===== config.mk =====
export PLATFORM = sky130hd
export DESIGN_NAME = dac_thermometer_driver
export DESIGN_NICKNAME = d
export VERILOG_FILES = /design/src/rtl/adc_pkg.sv /design/src/rtl/bin_to_thermometer.sv /design/src/rtl/dac_thermometer_driver.sv
export SDC_FILE = /design/constraint.sdc
export NUM_CORES = 1
export LEC_CHECK = 0
export BUFFER_PORTS_ARGS = -buffer_cell sky130_fd_sc_hd__buf_4
export CORE_MARGIN = 2
export CORE_UTILIZATION = 35
export DETAILED_ROUTE_END_ITERATION = 10
export GPL_ROUTABILITY_DRIVEN = 0
export PLACE_DENSITY = 0.49
export SKIP_CTS_REPAIR_TIMING = 1
export SLEW_MARGIN = 20
export SYNTH_ARGS = -nofsm -noshare
export SYNTH_HDL_FRONTEND = slang
export SYNTH_SLANG_ARGS = --single-unit

===== constraint.sdc =====
create_clock -name clk -period 7.2 [get_ports clk]
set_input_delay 0.72 -clock clk [delete_from_list [all_inputs] [get_ports clk]]
set_output_delay 0.72 -clock clk [all_outputs]
set_load 0.005 [all_outputs]

===== src/rtl/adc_pkg.sv =====
// Shared constants and helpers for the thermometer-coded converter blocks.
// Used by both the DAC driver and its level decoder.
package adc_pkg;

  typedef enum logic [1:0] {
    IDLE = 2'd0,
    SLEW = 2'd1,
    HOLD = 2'd2
  } dac_state_t;

  localparam int HOLD_CYCLES_DEF = 4;

  function automatic int therm_width(input int bits);
    return 1 << bits;
  endfunction

endpackage


===== src/rtl/bin_to_thermometer.sv =====
// Combinational binary-to-thermometer decoder.
// Level k drives taps [k:0]; tap 0 is therefore always on.
module bin_to_thermometer
  import adc_pkg::*;
#(
  parameter  int BITS    = 2,
  localparam int THERM_W = therm_width(BITS)
) (
  input  logic [BITS-1:0]    level,
  output logic [THERM_W-1:0] therm
);

  always_comb begin
    therm = '0;
    for (int i = 0; i < THERM_W; i++) begin
      therm[i] = (i <= int'(level));
    end
  end

endmodule


===== src/rtl/dac_thermometer_driver.sv =====
// Resistor-string DAC select driver: slews one tap per clock
// toward the accepted code, then holds the settled level.
module dac_thermometer_driver
  import adc_pkg::*;
#(
  parameter  int BITS        = 2,
  localparam int THERM_W     = therm_width(BITS),
  parameter  int HOLD_CYCLES = HOLD_CYCLES_DEF
) (
  input  logic               clk,
  input  logic               reset_n,
  input  logic               in_valid,
  input  logic [BITS-1:0]    in_code,
  output logic               in_ready,
  output logic [THERM_W-1:0] therm_out,
  output logic [BITS-1:0]    level_out,
  output logic               busy,
  output logic               done
);

  localparam logic [7:0] HOLD_INIT = 8'(HOLD_CYCLES - 1);

  dac_state_t      state;
  logic [BITS-1:0] level;
  logic [BITS-1:0] target;
  logic [BITS-1:0] lvl_nxt;
  logic [7:0]      hold_cnt;

  // One tap per edge keeps every ladder transition single-bit.
  assign lvl_nxt = (target > level) ? level + 1'b1
                                    : level - 1'b1;

  always_ff @(posedge clk or negedge reset_n) begin
    if (!reset_n) begin
      state    <= IDLE;
      level    <= '0;
      target   <= '0;
      hold_cnt <= '0;
      done     <= 1'b0;
    end else begin
      done <= 1'b0;
      unique case (state)
        IDLE: begin
          if (in_valid) begin
            target <= in_code;
            if (in_code != level) begin
              state <= SLEW;
            end else begin
              state    <= HOLD;
              hold_cnt <= HOLD_INIT;
            end
          end
        end
        SLEW: begin
          level <= lvl_nxt;
          if (lvl_nxt == target) begin
            state    <= HOLD;
            hold_cnt <= HOLD_INIT;
          end
        end
        HOLD: begin
          if (hold_cnt == 8'd0) begin
            state <= IDLE;
            done  <= 1'b1;
          end else begin
            hold_cnt <= hold_cnt - 8'd1;
          end
        end
        default: state <= IDLE;
      endcase
    end
  end

  assign in_ready  = (state == IDLE);
  assign busy      = (state == SLEW) || (state == HOLD);
  assign level_out = level;

  bin_to_thermometer #(
    .BITS (BITS)
  ) u_dec (
    .level (level),
    .therm (therm_out)
  );

endmodule


# Word-level counts from Yosys, hierarchy flattened
# Cells that the tools add are included.
[word_totals]
output_inout_bits = 9
register_bits = 15
word_cells = 41
input_bits = 5
[classes]
n_eq_ne = 9
n_reduce_logical = 7
addsub = 3
muxes = 13
order_cmp = 4
[ops]
columns = ["cell", "count"]
rows = [
  ["8-bit two-way mux", 4],
  ["8-bit one-hot mux with 3 select lines", 1],
  ["2-bit two-way mux", 5],
  ["2-bit != test, second input constant", 5],
  ["8-bit logical NOT", 1],
  ["8-bit by 1-bit subtractor with 8-bit output, second input constant", 1],
  ["2-bit one-hot mux with 3 select lines", 1],
  ["5-bit AND reduction", 1],
  ["2-bit <= comparator, first input constant", 2],
  ["3-bit AND reduction", 1],
  ["3-bit nonzero test", 1],
  ["2-bit by 1-bit adder with 2-bit output, second input constant", 1],
  ["2-bit by 1-bit == test with 1-bit output, second input constant", 1],
  ["2-bit == test", 1],
  ["2-bit == test, second input constant", 1],
  ["2-bit > comparator", 1],
  ["1-bit by 2-bit <= comparator with 1-bit output, first input constant", 1],
  ["2-bit logical NOT", 1],
  ["1-bit two-way mux", 2],
  ["2-bit != test", 1],
  ["2-bit AND reduction", 1],
  ["2-bit by 1-bit subtractor with 2-bit output, second input constant", 1],
  ["1-bit logical OR", 1],
]

# Depth between registers and ports, before layout
[depth]
depth_word = 5
mapped_depth = 8
mapped_depth_nobuf = 7

# Cells and area by module
# From an unflattened synthesis, not the netlist that was laid out.
[unflattened]
cells_unflattened = 101
hier_area_um2 = 1018.5
[modules_own_cells]
columns = ["module", "seq_area_each_um2", "instances", "area_each_um2", "cells_each"]
rows = [
  ["dac_thermometer_driver", 375.4, 1, 989.7, 96],
  ["bin_to_thermometer", 0.0, 1, 28.8, 5],
]

# Worst setup path after synthesis
# No wires, ideal clock.
[synth_timing]
path_kind = "register to register"
startpoint = "register level[0], in the netlist level_out[0]"
endpoint = "register hold_cnt[1]"
t_arrival_ps = 2296
path_slack_ps = 4779
synth_period_minus_slack_ps = 2421
setup_ps = 125
path_buffers = 1
required_ps = 7075
stages_incl_launch_ff = 9
cell_sequence = "dfrtp_1 > inv_1 > ha_1 > xnor2_1 > or4_1 > and4_4 > buf_6 > or2_4 > mux2_4"
[synth_between]
elab_chain_len = 5
elab_cells_between_ends = 9
classes_between = "2 x add/sub; 1 x order compare; 4 x eq/ne; 1 x mux; 1 x reduce/logical"
[synth_rtl]
columns = ["element", "line", "text"]
rows = [
  ["from (decl)", "dac_thermometer_driver.sv:24", "logic [BITS-1:0] level;"],
  ["from (signal assigned)", "dac_thermometer_driver.sv:55", "level <= lvl_nxt;"],
  ["2-bit by 1-bit subtractor with 2-bit output (tied with other cells)", "dac_thermometer_driver.sv:31", ": level - 1'b1;"],
  ["2-bit two-way mux", "dac_thermometer_driver.sv:30", "assign lvl_nxt = (target > level) ? level + 1'b1"],
  ["2-bit == test", "dac_thermometer_driver.sv:56", "if (lvl_nxt == target) begin"],
  ["2-bit != test (no source line)", "-", ""],
  ["5-bit AND reduction (no source line) (*)", "-", ""],
  ["to (signal assigned)", "dac_thermometer_driver.sv:66", "hold_cnt <= hold_cnt - 8'd1;"],
  ["to (decl)", "dac_thermometer_driver.sv:27", "logic [7:0] hold_cnt;"],
]
# Every way passes the cells marked *; elsewhere a longest branch is shown, timed or not.
# A chain may end at the register's enable or synchronous reset.

# Worst setup path after layout
# Same ends and word-level chain as after synthesis.

==> results.ini <==
[run_status]
status=complete, no violations

[layout]
drive_gt1_share_pct=20.7
diodes=0
n_fill_cell=275
area_growth_pct=13.1
regArea_sq_um=375
multi_input_area_sq_um=581
fin_nets=133

[power_and_ir_drop]
p_leak_uw=0.000570
finalPower_uw=510
ir_drop_uv=197
power_density_nw_per_um2=442

[job]
max_cap_violations=0

[floorplanning]
die-area_sq_um=3360
io_pins=14
row_count=19
fp.dieW_um=58.0
initial_core_util_pct=37.0
core_sq_um=2760
die_h_um=58.0

[timing]
max_freq_mhz=403
setup_viol=0
fin_crit_ps=2480
setup-tns-final_ps=0
clock_skew_ps=11.1
slew_violations=0
rsz0062_at_grt=false
maxSlewHeadroom_pct=53.7
hold_violations=0
tightest_slew_ps=689
period_share_pct=34.4

[synthesis]
synth_warnings=0
syn_area_sq_um=1020
synth_area_leaders=dfrtp_1 (37%), ha_1 (13%), inv_1 (4.0%)
syn-num-nets=119
ys_ff_latch=15
synth_top_area_share_pct=36.8
synth_cells=103
synth-seq-area-share_pct=36.8
yosys.area.top_type=dfrtp_1
synth-async-reset-ratio_pct=100
ys.flop_type=dfrtp_1
synth_cell_types=37
synth_edf_count=0
syn_avg_cell_area_sq_um=9.90

[clock_network]
tritoncts=done
cts_made_buffers=3
clkTransAtPathRegs_ps=100
cts_htree_levels=1
clkLatencyLatePin_ps=290
root_buffer=clkbuf_4
numClockSinks=15
clk_path_buf_depth=2

[placement]
dp_hpwl_mm=1.49
port_buffers=12

[critical_path]
path_class=flip-flop to flip-flop
endpoint_kind=flip-flop
cp_slowest_cell=dfrtp_1
max_stage_delay_ps=480
crit_path_start_kind=flip-flop
required_ps=7380
cp_max_fo=9
arrival_ps=2660
worstPathCellList=inv_1 > ha_1 > xnor2_1 > or4_1 > and4_4 > or2_4 > mux2_4

[drt]
final_antenna_net_count=0
drc=0
viasPerCell=5.04
vias=741
drt_wl_total_mm=1.98
first_iter_violations=16
wl_per_cell_um=13.5
drt-pass1-iter-count=4

[global_route]
grt-ovfl-total=0
grt_pass1_wl_mm=3.20
grt_start_max_net_pins=16
first_global_vias=677
grt.total_usage_pct=12.8
antenna_found_initial=0

[hold_path]
hp-class=primary input to async pin

## power breakdown
| part | switching, uW | total, uW | internal [uW] | leakage [uW] |
|---|---|---|---|---|
| clock network | 29.7 | 50.4 | 20.7 | 0.0000177 |
| registers | 35.3 | 149 | 114 | 0.000189 |
| logic | 156 | 311 | 155 | 0.000363 |
## area by class of cell
| type | instances | area share, % |
|---|---|---|
| clock buffers | 3 | 1.95 |
| clock inverters | 1 | 0.434 |
| inverters | 11 | 3.58 |
| multi-input cells | 74 | 50.3 |
| flip-flops and latches | 15 | 32.5 |
| well taps | 31 | 3.36 |
| repair buffers | 12 | 7.81 |
## layer usage
metal | part of all wire, % | GRT usage, % | vias to the layer above
li1 | - | - | 386
met1 | 52 | 17.8 | 337
met2 | 42 | 18.2 | 13
met3 | 4.3 | 4.69 | 5
met4 | 1.5 | 4.98 | 0
met5 | 0 | 0 | -
## final timing paths
path,slack (ps),cells after the start,end,from
max reg2reg,4720,7,hold_cnt[1]$_DFFE_PN0P_,level_out[0]$_DFFE_PN0P_
min in group clk,510,1,hold_cnt[4]$_DFFE_PN0P_,hold_cnt[4]$_DFFE_PN0P_
min reg2reg,510,1,hold_cnt[4]$_DFFE_PN0P_,hold_cnt[4]$_DFFE_PN0P_
max in group asynchronous,6750,1,hold_cnt[0]$_DFFE_PN0P_,reset_n
max,4720,7,hold_cnt[1]$_DFFE_PN0P_,level_out[0]$_DFFE_PN0P_
min,260,1,level_out[0]$_DFFE_PN0P_,reset_n
## layout by cell type (no fill, tap or decap), types with 3 or more instances in the layout
cell type and n:
dfrtp_1 15, buf_4 12, inv_1 11, ha_1 11, nand2_1 7, nand3b_1 5, o21ai_0 5, nor2b_1 4
xor2_1 4, nand3_1 3, nor2_1 3, clkbuf_4 3
## per-stage QoR
stage          instances  hold slack, ps  setup slack [ps]  utilization [%]  cell area [sq um]
2_1_floorplan        103             424              4780                -               1020
3_3_place_gp         143             478              4810             40.8               1130
3_5_place_dp         143             485              4730             40.8               1130
4_1_cts              147             257              4690             41.8               1150
5_1_grt              147             246              4580             41.8               1150
6_report             147             261              4720             41.8               1150
## cell families (layout without fill, tap and decap cells)
logic type / count (synthesis) / after routing / synth area share, %
compound gates: 18 / 18 / 13.0
xor+xnor: 5 / 5 / 4.29
fa+ha+maj: 11 / 11 / 13.5
buf+inv: 14 / 27 / 6.26
flops: 15 / 15 / 36.8
mux: 5 / 5 / 5.64
simple gates: 34 / 34 / 20.1
other cells: 1 / 1 / 0.368
## critical path, delay by kind of cell (launching register included)
| family | cells | cell delay (ps) |
|---|---|---|
| flops | 1 | 480 |
| mux | 1 | 290 |
| simple gates | 3 | 970 |
| buf+inv | 1 | 90 |
| xor+xnor | 1 | 170 |
| fa+ha+maj | 1 | 340 |
## synthesized netlist by cell type (3+ instances only)
cell,instances
nand2_1,7
o21ai_0,5
nor2_1,3
nand3_1,3
ha_1,11
dfrtp_1,15
xor2_1,4
nand3b_1,5
inv_1,11
nor2b_1,4
## flip-flops by register name (all words and copies together) (netlist names)
name and cells:
done 1, level_out 2, hold_cnt 8, state 2, target 2
(Power assumes the default switching activity.)
